==> src/rtl/prog_loader_if.sv <==
// Byte-stream / RAM-override bundle between the host link, prog_loader and the RAM.
// master = host side driving the stream, slave = prog_loader.
interface prog_loader_if;
  logic        start;
  logic [7:0]  rx_data;
  logic        rx_valid;
  logic        rx_ready;
  logic        pc_override;
  logic [31:0] inst_addr;
  logic [31:0] inst_data;
  logic        cpu_hold;
  logic        done;
  logic        error;
  logic [15:0] words_loaded;

  modport master (
    output start, rx_data, rx_valid,
    input  rx_ready, pc_override, inst_addr, inst_data, cpu_hold, done, error, words_loaded
  );

  modport slave (
    input  start, rx_data, rx_valid,
    output rx_ready, pc_override, inst_addr, inst_data, cpu_hold, done, error, words_loaded
  );
endinterface

==> src/rtl/prog_loader.sv <==
// Assembles a framed little-endian byte stream into 32-bit words and writes them to RAM.
// Optional trailing XOR checksum byte: define PROG_LOADER_CHECKSUM_EN.
module prog_loader #(
  parameter logic [31:0] BASE_ADDR = 32'h0000_0000,
  parameter int unsigned MAX_WORDS = 512,
  parameter logic [7:0]  MAGIC     = 8'hA5
) (
  input logic          mem_clk,
  input logic          reset,
  prog_loader_if.slave io_bus
);

  typedef enum logic [3:0] {
    IDLE, SYNC, HDR_LO, HDR_HI, DATA, WRITE,
`ifdef PROG_LOADER_CHECKSUM_EN
    CHK,
`endif
    DONE, ERR
  } state_t;

  state_t      r_state;
  logic        r_rxReady;
  logic        r_pcOverride;
  logic [31:0] r_instAddr;
  logic [31:0] r_instData;
  logic        r_cpuHold;
  logic        r_done;
  logic        r_error;
  logic [15:0] r_wordsLoaded;
  logic [15:0] r_count;
  logic [1:0]  r_byteIdx;
`ifdef PROG_LOADER_CHECKSUM_EN
  logic [7:0]  r_csum;
`endif

  logic        w_accept;
  logic [15:0] w_hdrCount;
  logic [15:0] w_wordsNext;

  assign w_accept    = io_bus.rx_valid & r_rxReady;
  assign w_hdrCount  = {io_bus.rx_data, r_count[7:0]};
  assign w_wordsNext = r_wordsLoaded + 16'd1;

  always_ff @(posedge mem_clk) begin
    if (reset) begin
      r_state       <= IDLE;
      r_rxReady     <= 1'b0;
      r_pcOverride  <= 1'b0;
      r_instAddr    <= BASE_ADDR;
      r_instData    <= '0;
      r_cpuHold     <= 1'b0;
      r_done        <= 1'b0;
      r_error       <= 1'b0;
      r_wordsLoaded <= '0;
      r_count       <= '0;
      r_byteIdx     <= '0;
`ifdef PROG_LOADER_CHECKSUM_EN
      r_csum        <= '0;
`endif
    end else begin
      case (r_state)
        IDLE, DONE, ERR: begin
          if (io_bus.start) begin
            r_state       <= SYNC;
            r_rxReady     <= 1'b1;
            r_cpuHold     <= 1'b1;
            r_done        <= 1'b0;
            r_error       <= 1'b0;
            r_wordsLoaded <= '0;
            r_instAddr    <= BASE_ADDR;
            r_byteIdx     <= '0;
`ifdef PROG_LOADER_CHECKSUM_EN
            r_csum        <= '0;
`endif
          end
        end
        SYNC: begin
          if (w_accept && io_bus.rx_data == MAGIC) r_state <= HDR_LO;
        end
        HDR_LO: begin
          if (w_accept) begin
            r_count[7:0] <= io_bus.rx_data;
            r_state      <= HDR_HI;
          end
        end
        HDR_HI: begin
          if (w_accept) begin
            r_count <= w_hdrCount;
            if (w_hdrCount == 16'd0) begin
`ifdef PROG_LOADER_CHECKSUM_EN
              r_state   <= CHK;
`else
              r_state   <= DONE;
              r_rxReady <= 1'b0;
              r_done    <= 1'b1;
              r_cpuHold <= 1'b0;
`endif
            end else if ({16'd0, w_hdrCount} > MAX_WORDS) begin
              r_state   <= ERR;
              r_rxReady <= 1'b0;
              r_error   <= 1'b1;
            end else begin
              r_state   <= DATA;
            end
          end
        end
        DATA: begin
          if (w_accept) begin
            r_instData[{r_byteIdx, 3'b000} +: 8] <= io_bus.rx_data;
            r_byteIdx <= r_byteIdx + 2'd1;
`ifdef PROG_LOADER_CHECKSUM_EN
            r_csum    <= r_csum ^ io_bus.rx_data;
`endif
            if (r_byteIdx == 2'd3) begin
              r_state      <= WRITE;
              r_rxReady    <= 1'b0;
              r_pcOverride <= 1'b1;
            end
          end
        end
        WRITE: begin
          r_pcOverride  <= 1'b0;
          r_wordsLoaded <= w_wordsNext;
          r_instAddr    <= r_instAddr + 32'd4;
          if (w_wordsNext == r_count) begin
`ifdef PROG_LOADER_CHECKSUM_EN
            r_state   <= CHK;
            r_rxReady <= 1'b1;
`else
            r_state   <= DONE;
            r_done    <= 1'b1;
            r_cpuHold <= 1'b0;
`endif
          end else begin
            r_state   <= DATA;
            r_rxReady <= 1'b1;
          end
        end
`ifdef PROG_LOADER_CHECKSUM_EN
        CHK: begin
          if (w_accept) begin
            r_rxReady <= 1'b0;
            if (io_bus.rx_data == r_csum) begin
              r_state   <= DONE;
              r_done    <= 1'b1;
              r_cpuHold <= 1'b0;
            end else begin
              r_state   <= ERR;
              r_error   <= 1'b1;
            end
          end
        end
`endif
        default: begin
          r_state <= IDLE;
        end
      endcase
    end
  end

  // Masking with reset keeps the RAM from latching a write at the same edge that resets us.
  assign io_bus.pc_override  = r_pcOverride & ~reset;
  assign io_bus.rx_ready     = r_rxReady;
  assign io_bus.inst_addr    = r_instAddr;
  assign io_bus.inst_data    = r_instData;
  assign io_bus.cpu_hold     = r_cpuHold;
  assign io_bus.done         = r_done;
  assign io_bus.error        = r_error;
  assign io_bus.words_loaded = r_wordsLoaded;

endmodule

==> src/flat_wrapper.sv <==
// flat-port wrapper written by rule: the top's interface ports become plain ports
module prog_loader_flat 
#(
  parameter logic [31:0] BASE_ADDR = 32'h0000_0000,
  parameter int unsigned MAX_WORDS = 512,
  parameter logic [7:0]  MAGIC     = 8'hA5
)
  (mem_clk, reset, io_bus_start, io_bus_rx_data, io_bus_rx_valid, io_bus_rx_ready, io_bus_pc_override, io_bus_inst_addr, io_bus_inst_data, io_bus_cpu_hold, io_bus_done, io_bus_error, io_bus_words_loaded);
  prog_loader_if io_bus_i ();
  input logic mem_clk;
  input logic reset;
  input wire logic [$bits(io_bus_i.start)-1:0] io_bus_start;
  input wire logic [$bits(io_bus_i.rx_data)-1:0] io_bus_rx_data;
  input wire logic [$bits(io_bus_i.rx_valid)-1:0] io_bus_rx_valid;
  output wire logic [$bits(io_bus_i.rx_ready)-1:0] io_bus_rx_ready;
  output wire logic [$bits(io_bus_i.pc_override)-1:0] io_bus_pc_override;
  output wire logic [$bits(io_bus_i.inst_addr)-1:0] io_bus_inst_addr;
  output wire logic [$bits(io_bus_i.inst_data)-1:0] io_bus_inst_data;
  output wire logic [$bits(io_bus_i.cpu_hold)-1:0] io_bus_cpu_hold;
  output wire logic [$bits(io_bus_i.done)-1:0] io_bus_done;
  output wire logic [$bits(io_bus_i.error)-1:0] io_bus_error;
  output wire logic [$bits(io_bus_i.words_loaded)-1:0] io_bus_words_loaded;
  assign io_bus_i.start = io_bus_start;
  assign io_bus_i.rx_data = io_bus_rx_data;
  assign io_bus_i.rx_valid = io_bus_rx_valid;
  assign io_bus_rx_ready = io_bus_i.rx_ready;
  assign io_bus_pc_override = io_bus_i.pc_override;
  assign io_bus_inst_addr = io_bus_i.inst_addr;
  assign io_bus_inst_data = io_bus_i.inst_data;
  assign io_bus_cpu_hold = io_bus_i.cpu_hold;
  assign io_bus_done = io_bus_i.done;
  assign io_bus_error = io_bus_i.error;
  assign io_bus_words_loaded = io_bus_i.words_loaded;
  prog_loader #(.BASE_ADDR(BASE_ADDR), .MAX_WORDS(MAX_WORDS), .MAGIC(MAGIC)) u_core (.mem_clk(mem_clk), .reset(reset), .io_bus(io_bus_i));
endmodule
==> config.mk <==
export PLATFORM = sky130hd
export DESIGN_NAME = prog_loader_flat
export DESIGN_NICKNAME = d
export VERILOG_FILES = /design/src/rtl/prog_loader_if.sv /design/src/rtl/prog_loader.sv /design/src/flat_wrapper.sv
export SDC_FILE = /design/constraint.sdc
export NUM_CORES = 1
export LEC_CHECK = 0
export ABC_AREA = 1
export CAP_MARGIN = 0
export CORE_UTILIZATION = 55
export CTS_BUF_LIST = sky130_fd_sc_hd__clkbuf_4
export CTS_CLUSTER_SIZE = 40
export DETAILED_ROUTE_END_ITERATION = 16
export PLACE_DENSITY = 0.81
export RECOVER_POWER = 25
export SYNTH_ARGS = -nofsm -noshare
export SYNTH_HDL_FRONTEND = slang
export SYNTH_SLANG_ARGS = --single-unit
==> constraint.sdc <==
create_clock -name mem_clk -period 2.8 [get_ports mem_clk]
set_input_delay 0.56 -clock mem_clk [delete_from_list [all_inputs] [get_ports mem_clk]]
set_output_delay 0.56 -clock mem_clk [all_outputs]
set_load 0.02 [all_outputs]
Yosys cells after proc, flatten, opt, wreduce, memory -nomap -nowiden. Cells that the tools add are included.

Register bits: 107. Bits in read-only memories: 0. RAM bits: 0. Memories: 0. Input port bits: 12. Latch bits: 0.

Div/mod/pow operators: 0. Multiplexer cells: 44. Multiply operators: 0. Eq/ne operators: 22. Reductions and logical operators: 20. Shift operators: 2. Bitwise operators: 4. Order comparisons: 1. Add/subtract/negate cells: 4.

Operator list (count): $pmux W32 S2 (1); $add A32 B3 Y32 const B (1); $bwmux W32 (1); $mux W32 (1); $pmux W16 S2 (1); $shift A8 B7 Y32 const A (1); $shiftx A8 B7 Y32 (1); $mux W4 (6); $pmux W4 S6 (1); $mux W1 (19); $add A16 B1 Y16 const B (1); $eq A16 B16 Y1 (1); $eq A4 B3 Y1 const B (4); $gt A16 B10 Y1 const B (1); $logic_not A16 Y1 (1); $mux W16 (1); $ne A2 B1 Y1 const B (8); $pmux W8 S2 (1); $mux W2 (5); $reduce_and A5 Y1 (2); $reduce_and A3 Y1 (3); $eq A4 B2 Y1 const B (2); $eq A8 B8 Y1 const B (1); $mux W8 (1); 21 further kinds (32).

Logic depth before layout (Yosys ltp).
Depth after elaboration: 5. Depth in mapped cells: 16. Gate-level depth less buffers: 16.

Worst setup path after synthesis. No wires, ideal clock.

Path kind: flip-flop to flip-flop. Start point: reg u_core.r_byteIdx[0]. End point: reg u_core.r_instData[16], in the netlist u_core.io_bus.inst_data[16]. Buffers on the path: 3. Period minus slack after synthesis: 2.140 ns. Setup slack: 0.660 ns. Arrival time: 2.070 ns. Cell stages (with the launch flop): 10. Cells stage by stage: dfxtp_1 clkbuf_1 inv_1 clkbuf_1 ha_1 inv_1 nor2_1 clkbuf_1 nand3_1 a21oi_1.

Cells in the longest elaborated chain, start to end: 3. Elaborated cells between the ends (all ways): 4. Classes of those cells: 1 x add/sub; 2 x shift; 1 x mux.

Ends and longest elaborated chain: start: declaration (line prog_loader.sv:31) `logic [1:0] r_byteIdx;`; start signal: assignment (line prog_loader.sv:110) `r_byteIdx <= r_byteIdx + 2'd1;`; $neg A5 Y7 * (line prog_loader.sv:109) `r_instData[{r_byteIdx, 3'b000} +: 8] <= io_bus.rx_data;`; $shiftx A8 B7 Y32 / $shift A8 B7 Y32 (equally long branches) (line prog_loader.sv:109); $bwmux W32 * (line prog_loader.sv:109); end signal: indexed assignment (line prog_loader.sv:109); end: declaration (line prog_loader.sv:25) `logic [31:0] r_instData;`.

Mark *: on every way between the ends. The rest lies on a longest branch, timed or not. A chain may end at the register's enable or synchronous reset.

Final worst setup path.
Start point: reg u_core.r_state[2]. End point: reg u_core.r_instAddr[13], in the netlist u_core.io_bus.inst_addr[13].

Cells in the longest elaborated chain, start to end: 4. Elaborated cells between the ends (all ways): 9. Classes of those cells: 4 x eq/ne; 1 x mux; 4 x reduce/logical.

Ends and longest elaborated chain: start: declaration (line prog_loader.sv:21) `state_t r_state;`; start signal: assignment (line prog_loader.sv:46) `r_state <= IDLE;`; start signal: assignment (line prog_loader.sv:64) `r_state <= SYNC;`; start signal: assignment (line prog_loader.sv:78) `if (w_accept && io_bus.rx_data == MAGIC) r_state <= HDR_LO;`; $eq A4 B3 Y1 / $logic_not A4 Y1 (equally long branches) (line prog_loader.sv:61) `case (r_state)`; $reduce_or A3 Y1 (line prog_loader.sv:61); $ne A2 B2 Y1 (no source line) / $reduce_bool A2 Y1 (equally long branches); $reduce_and A2 Y1 (no source line); end signal: assignment (line prog_loader.sv:124) `r_instAddr <= r_instAddr + 32'd4;`; end: declaration (line prog_loader.sv:24) `logic [31:0] r_instAddr;`.

Several ways; a longest one is shown, not always the timed one.

==> metrics <==
Layout Cells excl Fill=roughly 1,000; Tot GR Track Use=29.8%; # H-tree levels=3; top post-synthesis cells by area=dfxtp_1 (38%), nand2_1 (12%), a21oi_1 (7.9%); min Tclk post-route=roughly 2.4 ns; syn avg cell area=a little under 7 um2; largest net degree at the start of global routing=50; Ports=slightly below 100; root buffer cell=clkbuf_4; TritonCTS Buffers=9; flops & latches, synth=between 100 and 150; Die ar.=10,300 um2; Layout Cell Area excl Fill=6630 um2; status=complete, no violations; power per cell area=about 500 nW/um2; placed cell count=~1,000; cells after synthesis=806; layout cell share with drive strength beyond 1=between 6 and 7%; Crit. End Element=flop; I/O Buffers=94; worst hold slack=around 0.47 ns; area leader, netlist=dfxtp_1; via count=5,831; worst clock skew=around 0.027 ns; Worst-path clk slew=around 0.17 ns; core area=~9400 um2; Final Util=a little over two thirds; met3 Track Usage GR=under 10%; Post-synth top flop=dfxtp_1; register area share after synthesis=between 30% and 40%; WS Path Type=flop to flop; RD Place Congestion=about 1; Initial DRT Pass Iterations=5; met1 Use GR=between 30% and 40%; crit path DAT=approximately 2.8 ns; synth warn=0; startpoint type of the worst setup path=flop; static leakage=2.43 nW; Post-CTS Hold Fix Bufs=0; final wirelength=around 15 mm; clock buffer depth=2; asr flop ratio synth=0%; final antenna-violating net count=0; Final Hold Viols=0; post-cts sizing count=0; diode count=0; Total Neg Setup Slack=0 ns; DP Area=~6500 um2; top-count cell post-synth=nand2_1; first-pass GRT wire length=24.4 mm; fin. max-slew vios=0; CTS tree=built; DP HPWL=roughly 11 mm; gr ovfl total=0; post-synthesis instance area=about 5500 um2; Initial Util=roughly 58%; routed len/inst=14.6 um; Tcrit/Tclk final=between 80% and 90%; area grow syn2layout=21.5%; max-cap violation count=0; Slew HR=between 40% and 50%; global routing's busiest layer=met2; drt drc=0; Die Y=just over 100 um; initial antenna violation count=0; worst skew pair latency=approximately 0.46 ns; Die Span X=between 100 and 150 um; f_max=between 0.4 and 0.5 GHz; clk sinks=about 100; Worst Max-Slew Pin Slew=about 0.82 ns; Commonest cells post-synth=nand2_1 (179), dfxtp_1 (104), a21oi_1 (86), nor2_1 (79), nand3_1 (76); Via density=5.68; Yosys cell types=between 40 and 50; CP Data Required Time=3.19 ns; post-CTS setup buffers=0; FP Rows=35; min-delay worst type=flop to flop; largest fanout on the critical path=17; Final nets=912; drt initial violations=~330; Max IR drop VDD=418 uV; met2 track demand over resource=roughly half; vias in the first global route=5,213; endpoints failing setup=0; Post-synth EDFFs=0; RSZ-0062 raised after global routing=no; Synth top area share=38.2%
-- layout make-up --
type | instances | area, um2
Clock buffer | 10 | 75.1
Clock inverter | 6 | 51.3
Fill cell | 844 | 2790
Inverter | 75 | 282
Multi-Input combinational cell | 594 | 2930
Sequential cell | 104 | 2080
Tap cell | 129 | 161
Timing Repair Buffer | 108 | 1050
-- stage by stage --
step / worst slack [ns] / total power, mW
floorplan: 0.660 / 2.27
global placement: 0.521 / 2.54
detailed placement: 0.412 / 2.57
CTS: 0.577 / 3.29
global route: 0.230 / 3.47
finish: 0.426 / 3.30
-- registers in the layout, indices dropped and copies added, names as in the netlist --
register,flops
u_core.io_bus.inst_addr,30
u_core.r_pcOverride,1
u_core.r_count,16
u_core.io_bus.done,1
u_core.r_state,3
u_core.io_bus.words_loaded,16
u_core.io_bus.cpu_hold,1
u_core.r_byteIdx,2
u_core.io_bus.error,1
u_core.io_bus.inst_data,32
u_core.io_bus.rx_ready,1
-- power breakdown --
group	internal [mW]	switching [mW]
clock network	0.205	0.544
registers	1.55	0.0614
logic	0.297	0.646
total	2.05	1.25
-- path summary, 6_finish.rpt --
| check | start | end | slack [ns] | cells after the start |
|---|---|---|---|---|
| max | u_core.r_state[2]$_SDFFE_PP0P_ | u_core.io_bus.inst_addr[13]$_SDFFE_PP0P_ | 0.43 | 8 |
| min | u_core.io_bus.inst_data[26]$_SDFFE_PP0P_ | u_core.io_bus.inst_data[26]$_SDFFE_PP0P_ | 0.47 | 2 |
| max reg2reg | u_core.r_state[2]$_SDFFE_PP0P_ | u_core.io_bus.inst_addr[13]$_SDFFE_PP0P_ | 0.43 | 8 |
| min reg2reg | u_core.io_bus.inst_data[26]$_SDFFE_PP0P_ | u_core.io_bus.inst_data[26]$_SDFFE_PP0P_ | 0.47 | 2 |
-- cells by family (layout without fill, tap and decap cells) --
family	count (synthesis)	in the layout	share of synthesized area, %
flops	104	104	38.2
buf+inv	109	199	7.98
fa+ha+maj	8	8	1.84
simple gates	411	411	34.3
other cells	1	2	0.0688
xor+xnor	5	5	1.06
compound gates	168	168	16.5
-- cells in the final DEF (no fill, tap or decap), types with 4 or more instances in the layout --
master,n
a211oi_1,6
a21oi_1,86
a31oi_1,6
buf_4,11
clkbuf_4,10
clkdlybuf4s50_1,79
dfxtp_1,104
dlygate4sd3_1,14
ha_1,8
inv_1,73
nand2_1,179
nand2_2,4
nand3_1,76
nand4_1,20
nor2_1,82
nor2_2,7
nor3_1,13
nor4_1,7
o21ai_0,58
or2_2,5
-- per-layer routing --
layer  part of all wire, %  routed length (um)
met4                   1.8                 273
met3                   8.6                1300
met1                    42                6360
met5                     0                   0
met2                    47                7080
-- critical path, stage by stage (launching register included) --
cell      delay, ns
dfxtp_1        0.42
inv_1          0.12
nor2_1         0.15
clkbuf_1       0.64
inv_1          0.26
or2_1          0.32
nor2_1         0.15
a21oi_1        0.06
a211oi_1       0.17
No activity file was read; power rests on OpenSTA's default activity.
